[config.mk]
export PLATFORM = sky130hd
export DESIGN_NAME = seq_shift_rotate
export DESIGN_NICKNAME = d
export VERILOG_FILES = /design/src/rtl/seq_shift_rotate.sv
export SDC_FILE = /design/constraint.sdc
export NUM_CORES = 1
export LEC_CHECK = 0
export ABC_AREA = 1
export CORE_MARGIN = 2
export CORE_UTILIZATION = 50
export CTS_CLUSTER_DIAMETER = 120
export CTS_CLUSTER_SIZE = 8
export DETAILED_ROUTE_END_ITERATION = 10
export GPL_TIMING_DRIVEN = 0
export HOLD_SLACK_MARGIN = 0.12
export PLACE_DENSITY = 0.77
export SLEW_MARGIN = 20
export SYNTH_ARGS = -nofsm -noshare
export SYNTH_HDL_FRONTEND = slang
export SYNTH_SLANG_ARGS = --single-unit
export TNS_END_PERCENT = 1
[constraint.sdc]
create_clock -name clk -period 1.9 [get_ports clk]
set_input_delay 0.475 -clock clk [delete_from_list [all_inputs] [get_ports clk]]
set_output_delay 0.475 -clock clk [all_outputs]
set_load 0.02 [all_outputs]
[src/rtl/seq_shift_rotate.sv]
// Multi-cycle shift/rotate unit: logical, arithmetic and rotate modes.
// Shifts at most STEP positions per clock under a start/busy/done handshake.
module seq_shift_rotate #(
  parameter int N    = 8,
  parameter int STEP = 2,
  parameter int AW   = $clog2(N+1)
) (
  input  logic          clk,
  input  logic          rst,
  input  logic          start,
  input  logic [2:0]    op,
  input  logic [AW-1:0] amount,
  input  logic [N-1:0]  data_in,
  input  logic          ser_in,
  output logic [N-1:0]  data_out,
  output logic          ser_out,
  output logic          busy,
  output logic          done
);

  typedef enum logic [1:0] {
    S_IDLE,
    S_RUN,
    S_DONE
  } state_e;

  localparam logic [2:0] OP_LSL = 3'b000;
  localparam logic [2:0] OP_LSR = 3'b001;
  localparam logic [2:0] OP_ASR = 3'b010;
  localparam logic [2:0] OP_ROL = 3'b011;
  localparam logic [2:0] OP_ROR = 3'b100;

  state_e        state_q, state_d;
  logic [N-1:0]  data_q, data_d;
  logic          ser_q, ser_d;
  logic [AW-1:0] rem_q, rem_d;
  logic [2:0]    op_q, op_d;
  logic          fill_q, fill_d;
  logic          busy_q, done_q;

  logic [AW-1:0] k;
  logic [N-1:0]  sh;
  logic          sh_so;

  // A k-position step is built as k chained single-bit steps.
  always_comb begin
    k     = (rem_q < AW'(STEP)) ? rem_q : AW'(STEP);
    sh    = data_q;
    sh_so = ser_q;
    for (int i = 0; i < STEP; i++) begin
      if (AW'(i) < k) begin
        case (op_q)
          OP_LSL: begin
            sh_so = sh[N-1];
            sh    = {sh[N-2:0], fill_q};
          end
          OP_LSR: begin
            sh_so = sh[0];
            sh    = {fill_q, sh[N-1:1]};
          end
          OP_ASR: begin
            sh_so = sh[0];
            sh    = {sh[N-1], sh[N-1:1]};
          end
          OP_ROL: begin
            sh_so = sh[N-1];
            sh    = {sh[N-2:0], sh[N-1]};
          end
          OP_ROR: begin
            sh_so = sh[0];
            sh    = {sh[0], sh[N-1:1]};
          end
          default: ;
        endcase
      end
    end
  end

  always_comb begin
    state_d = state_q;
    data_d  = data_q;
    ser_d   = ser_q;
    rem_d   = rem_q;
    op_d    = op_q;
    fill_d  = fill_q;
    case (state_q)
      S_IDLE: begin
        if (start) begin
          data_d  = data_in;
          op_d    = op;
          fill_d  = ser_in;
          ser_d   = 1'b0;
          rem_d   = (amount > AW'(N)) ? AW'(N) : amount;
          state_d = (amount != '0) ? S_RUN : S_DONE;
        end
      end
      S_RUN: begin
        data_d = sh;
        ser_d  = sh_so;
        rem_d  = rem_q - k;
        if (rem_q == k) state_d = S_DONE;
      end
      S_DONE: state_d = S_IDLE;
      default: state_d = S_IDLE;
    endcase
  end

  always_ff @(posedge clk or posedge rst) begin
    if (rst) begin
      state_q <= S_IDLE;
      data_q  <= '0;
      ser_q   <= 1'b0;
      rem_q   <= '0;
      op_q    <= '0;
      fill_q  <= 1'b0;
      busy_q  <= 1'b0;
      done_q  <= 1'b0;
    end else begin
      state_q <= state_d;
      data_q  <= data_d;
      ser_q   <= ser_d;
      rem_q   <= rem_d;
      op_q    <= op_d;
      fill_q  <= fill_d;
      busy_q  <= (state_d != S_IDLE);
      done_q  <= (state_d == S_DONE);
    end
  end

  assign data_out = data_q;
  assign ser_out  = ser_q;
  assign busy     = busy_q;
  assign done     = done_q;

endmodule

### Word-level counts from Yosys, hierarchy flattened

Cells that the tools add are included.

* register bits after elaboration: 21
* bits of input ports: 19
* output and inout bits: 11
* logic and storage cells: 50

* add/sub/neg operators: 1
* equal/unequal tests: 8
* multiplexer cells: 20
* reductions and logical operators: 9
* order comparisons: 4

Operators with widths (count)
* 8-bit case mux with 5 select lines: 2
* 8-bit two-way mux: 3
* 8-bit case mux with 2 select lines: 1
* 4-bit two-way mux: 3
* 1-bit by 4-bit < comparator with 1-bit output (first input constant): 2
* 4-bit case mux with 2 select lines: 1
* 3-bit by 2-bit equality test with 1-bit output (second input constant): 2
* 2-bit two-way mux: 3
* 1-bit case mux with 2 select lines: 3
* 4-bit equality test: 1
* 4-bit greater-than comparator (second input constant): 1
* 4-bit by 2-bit < comparator with 1-bit output (second input constant): 1
* 2-bit case mux with 2 select lines: 1
* 2-bit AND reduction: 2
* 2-bit nonzero test: 2
* 4-bit nonzero test: 1
* 4-bit subtractor: 1
* 3-bit by 1-bit equality test with 1-bit output (second input constant): 1
* 3-bit equality test (second input constant): 1
* 3-bit zero test: 1
* 1-bit two-way mux: 3
* 3-bit OR reduction: 1
* 2-bit by 1-bit equality test with 1-bit output (second input constant): 1
* 2-bit equality test (second input constant): 1
* 3 further kinds: 3

### Depth between registers and ports, before layout

* word-level depth: 7
* gate-level depth with buffers: 13
* depth with buffers taken out: 13

### Worst setup path before layout

No wires, ideal clock.

* kind: input to register
* start: input start
* end: register rem_q[2]
* path buffers: 0
* data required time: 1.778 ns
* stages on the path: 6
* setup slack: 0.404 ns
* setup time: 0.122 ns
* data arrival time: 1.375 ns
* path through: inv_1 -> nor2_1 -> inv_1 -> nor2_1 -> inv_1 -> a32o_1

* word-level cells in the longest chain between the ends: 2

Ends and longest elaborated chain
* start: declaration: line 10 `input logic start,`
* 2-bit inequality test (no line)
* 2-bit AND reduction (no line)
* end signal: assignment: line 122 `rem_q <= rem_d;`
* end: declaration: line 36 `logic [AW-1:0] rem_q, rem_d;`

No other way between the ends.
A chain may end at the register's enable or synchronous reset.

### Worst setup path after layout

* start: register data_q[4], in the netlist data_out[4]
* end: output data_out[4]

RTL lines
* start: declaration: line 34 `logic [N-1:0] data_q, data_d;`
* start signal: assignment: line 120 `data_q <= data_d;`
* end: declaration: line 15 `output logic [N-1:0] data_out,`

No word-level cell between the ends.

==> flow_summary.toml <==
[die]
core_area_um2 = 3030
initial_core_util_pct = 51.9
io_pins = 30
die_w_um = 60.1
dieArea_um2 = 3610
rows = 20
die_h_um = 60.1

[setup_path]
path_cells = "clkdlybuf4s50_1"
reg2reg_setup_slack_ns = 0.18
crit_path_end_kind = "output port"
worstPathArrival_ns = 1.37
r2r_cells = 6
cp-start-kind = "register"
path_class = "register to output port"
crit_cells = 1
rr_endpoint = "data_out[1]"
cp_slowest_cell = "clkdlybuf4s50_1"
critPathMaxStageDelay_ns = 0.63
critPathLaunch = "data_out[4]"
rr_startpoint = "state_q[1]"
required_ns = 1.42
crit_family = "buffers and inverters"
path_buf_inv = 1
crit_fanout = 5
critPathCapture = "data_out[4]"

[clocking]
cts_tree = "built"
cts_inserted_buffers = 3
cts_resized = 4
cts_root_buf = "clkbuf_4"
clk_pin_slew_worst_paths_ns = 0.13
cts_buffer_depth = 2
hold_buffers = 0
htree_levels = 1
post_cts.repair.setup_buffers = 0
clk_latency_ns = 0.31
clock_sink_count = 21

[grt]
grt_overflow = 0
grt_max_degree = 22
grt_util_all_layers_pct = 23.8
grt_pass1_vias = 1408
antenna_found_initial = 0
grt_pass1_wl_mm = 6.41

[finish]
antennaDiodeCount = 0
nets = 284
drive_above_1_share_pct = 12.9
final_cell_area_um2 = 1950
syn_to_final_growth_pct = 24.2

[status]
run_status = "complete, no violations"

[place]
place_congestion = 0.903
dp_hpwl_mm = 2.93
io_buffers = 29
placed_area_um2 = 1920

[yosys]
syn_inst = 230
synthTopCellsByArea = "dfrtp_1 33%, nand2_1 15%, nand3_1 11%"
yosys_warnings = 0
avgSynthCellArea_um2 = 6.83
ys_types = 26
yosysTopAreaCell = "dfrtp_1"
yosysTopAreaCellShare_pct = 33.4
synth_nets = 250
ys_seq_elements = 21
seq_area_frac_synth_pct = 33.4
netlist_area_um2 = 1570

[route]
drc = 0
drt_iter0_drc = 134
wl_mm = 3.83
dr.pass1.iters = 5
vias = 1650
post_drt_wl_per_cell_um = 12.5
via_per_inst = 5.37
ant_nets = 0

[timing]
setup_viol = 0
hold_violations = 0
worst_pin_slew_ns = 0.823
rsz0062_at_grt = "false"
max-slew-margin-rel_pct = 45.1
fmax_mhz = 541
fin_crit_ns = 1.85
drv_slew = 0
finalSetupTns_ns = 0
finalCritPeriodShare_pct = 97.3
finClkSkew_ns = 0.0134

[power_and_ir_drop]
cellPowerDensity_nw_per_um2 = 2160
power_uw = 4210
irDropWorstVdd_mv = 0.898
power.leakage_uw = 0.000974

[min_path]
hold_class = "register to register"

[flow_run]
drv_cap = 0
tightest hold or removal path: cells and delay by family, from the launching register on:
kind | cells | cell delay, ns
flops | 1 | 0.39
simple gates | 1 | 0.06
compound gates | 1 | 0.05
registers in the layout (all words and copies together), names as in the netlist:
register and count:
state_q 2, data_out 8, busy 1, op_q 3, fill_q 1, done 1
rem_q 4, ser_out 1
layout by cell type, fill, tap and decap left out, types with 2 or more instances in the layout:
master           count
nand2_4              5
nand2_1             62
clkbuf_1             4
or2_2                4
nand2_2              4
nor2_1              17
dlygate4sd2_1        3
o21ai_0             19
nand3_2              7
inv_2                2
a21oi_2              2
buf_6                2
dfrtp_1             21
dlymetal6s2s_1       4
buf_2                2
clkdlybuf4s50_1     22
clkbuf_4             3
a31oi_1              2
inv_1               19
a21oi_1             14
nand4_1              2
nand3_1             34
report_power, final:
| part | switching [uW] | internal, uW | total (uW) |
|---|---|---|---|
| clock | 141 | 82.0 | 223 |
| sequential | 256 | 672 | 928 |
| combinational | 1920 | 1140 | 3060 |
| total | 2310 | 1900 | 4210 |
how the worst min path moves through the flow:
stage | end | depth (start not counted) | startpoint | slack [ns]
3_5_place_dp | rem_q[3] | 2 | rem_q[3] | 0.50
2_1_floorplan | busy | 1 | rst | 0.45
3_3_place_gp | rem_q[3] | 2 | rem_q[3] | 0.49
5_1_grt | rem_q[3] | 2 | rem_q[3] | 0.57
4_1_cts | rem_q[3] | 2 | rem_q[3] | 0.53
6_report | rem_q[3] | 2 | rem_q[3] | 0.53
through the flow:
step	std cells	setup slack [ns]	utilization [%]	hold slack, ns
2_1_floorplan	230	0.404	-	0.452
3_3_place_gp	303	-0.369	63.3	0.494
3_5_place_dp	303	-0.385	63.3	0.496
4_1_cts	307	0.00296	64.1	0.526
5_1_grt	307	0.00889	64.5	0.568
6_report	307	0.0515	64.5	0.528
cell families after synthesis:
family,count (synthesis),synth area share [%]
AOI/OAI and AO/OA,40,14.2
adders and majority gates,1,0.796
buffers and inverters,29,8.28
DFF,21,33.4
other,1,0.239
and+or+nand+nor,138,43.1
cell usage after synthesis:
master and instances:
nor2_1 18, a31oi_1 2, nand4_1 2, o221ai_1 1, nand2_4 5, nand3_1 34, o21ai_0 19, nor2_4 1
a21oi_1 14, nand3_2 7, a32o_1 1, a41oi_1 1, ha_1 1, nand2_2 4, nand2_1 62, a21oi_2 2
buf_6 2, dfrtp_1 21, conb_1 1, buf_4 1, or2_2 4, clkbuf_1 3, buf_2 2, inv_2 2
nor4_1 1, inv_1 19
routing by layer:
metal / wire length (um) / vias up / global-route usage, %
met5: 0 / - / 0
met4: 45 / 0 / 6.67
met3: 223 / 5 / 2.60
met2: 1750 / 52 / 35.6
met1: 1820 / 762 / 36.2
li1: - / 831 / -
final cells by class:
class | count | area, um^2
plain buffers | 8 | 51.3
clock buffers | 4 | 26.3
fillers | 298 | 1080
inverters | 21 | 78.8
multi-input cells | 180 | 918
flip-flops and latches | 21 | 526
well taps | 44 | 55.1
repair buffers | 29 | 297
No activity file was read; power rests on OpenSTA's default activity.
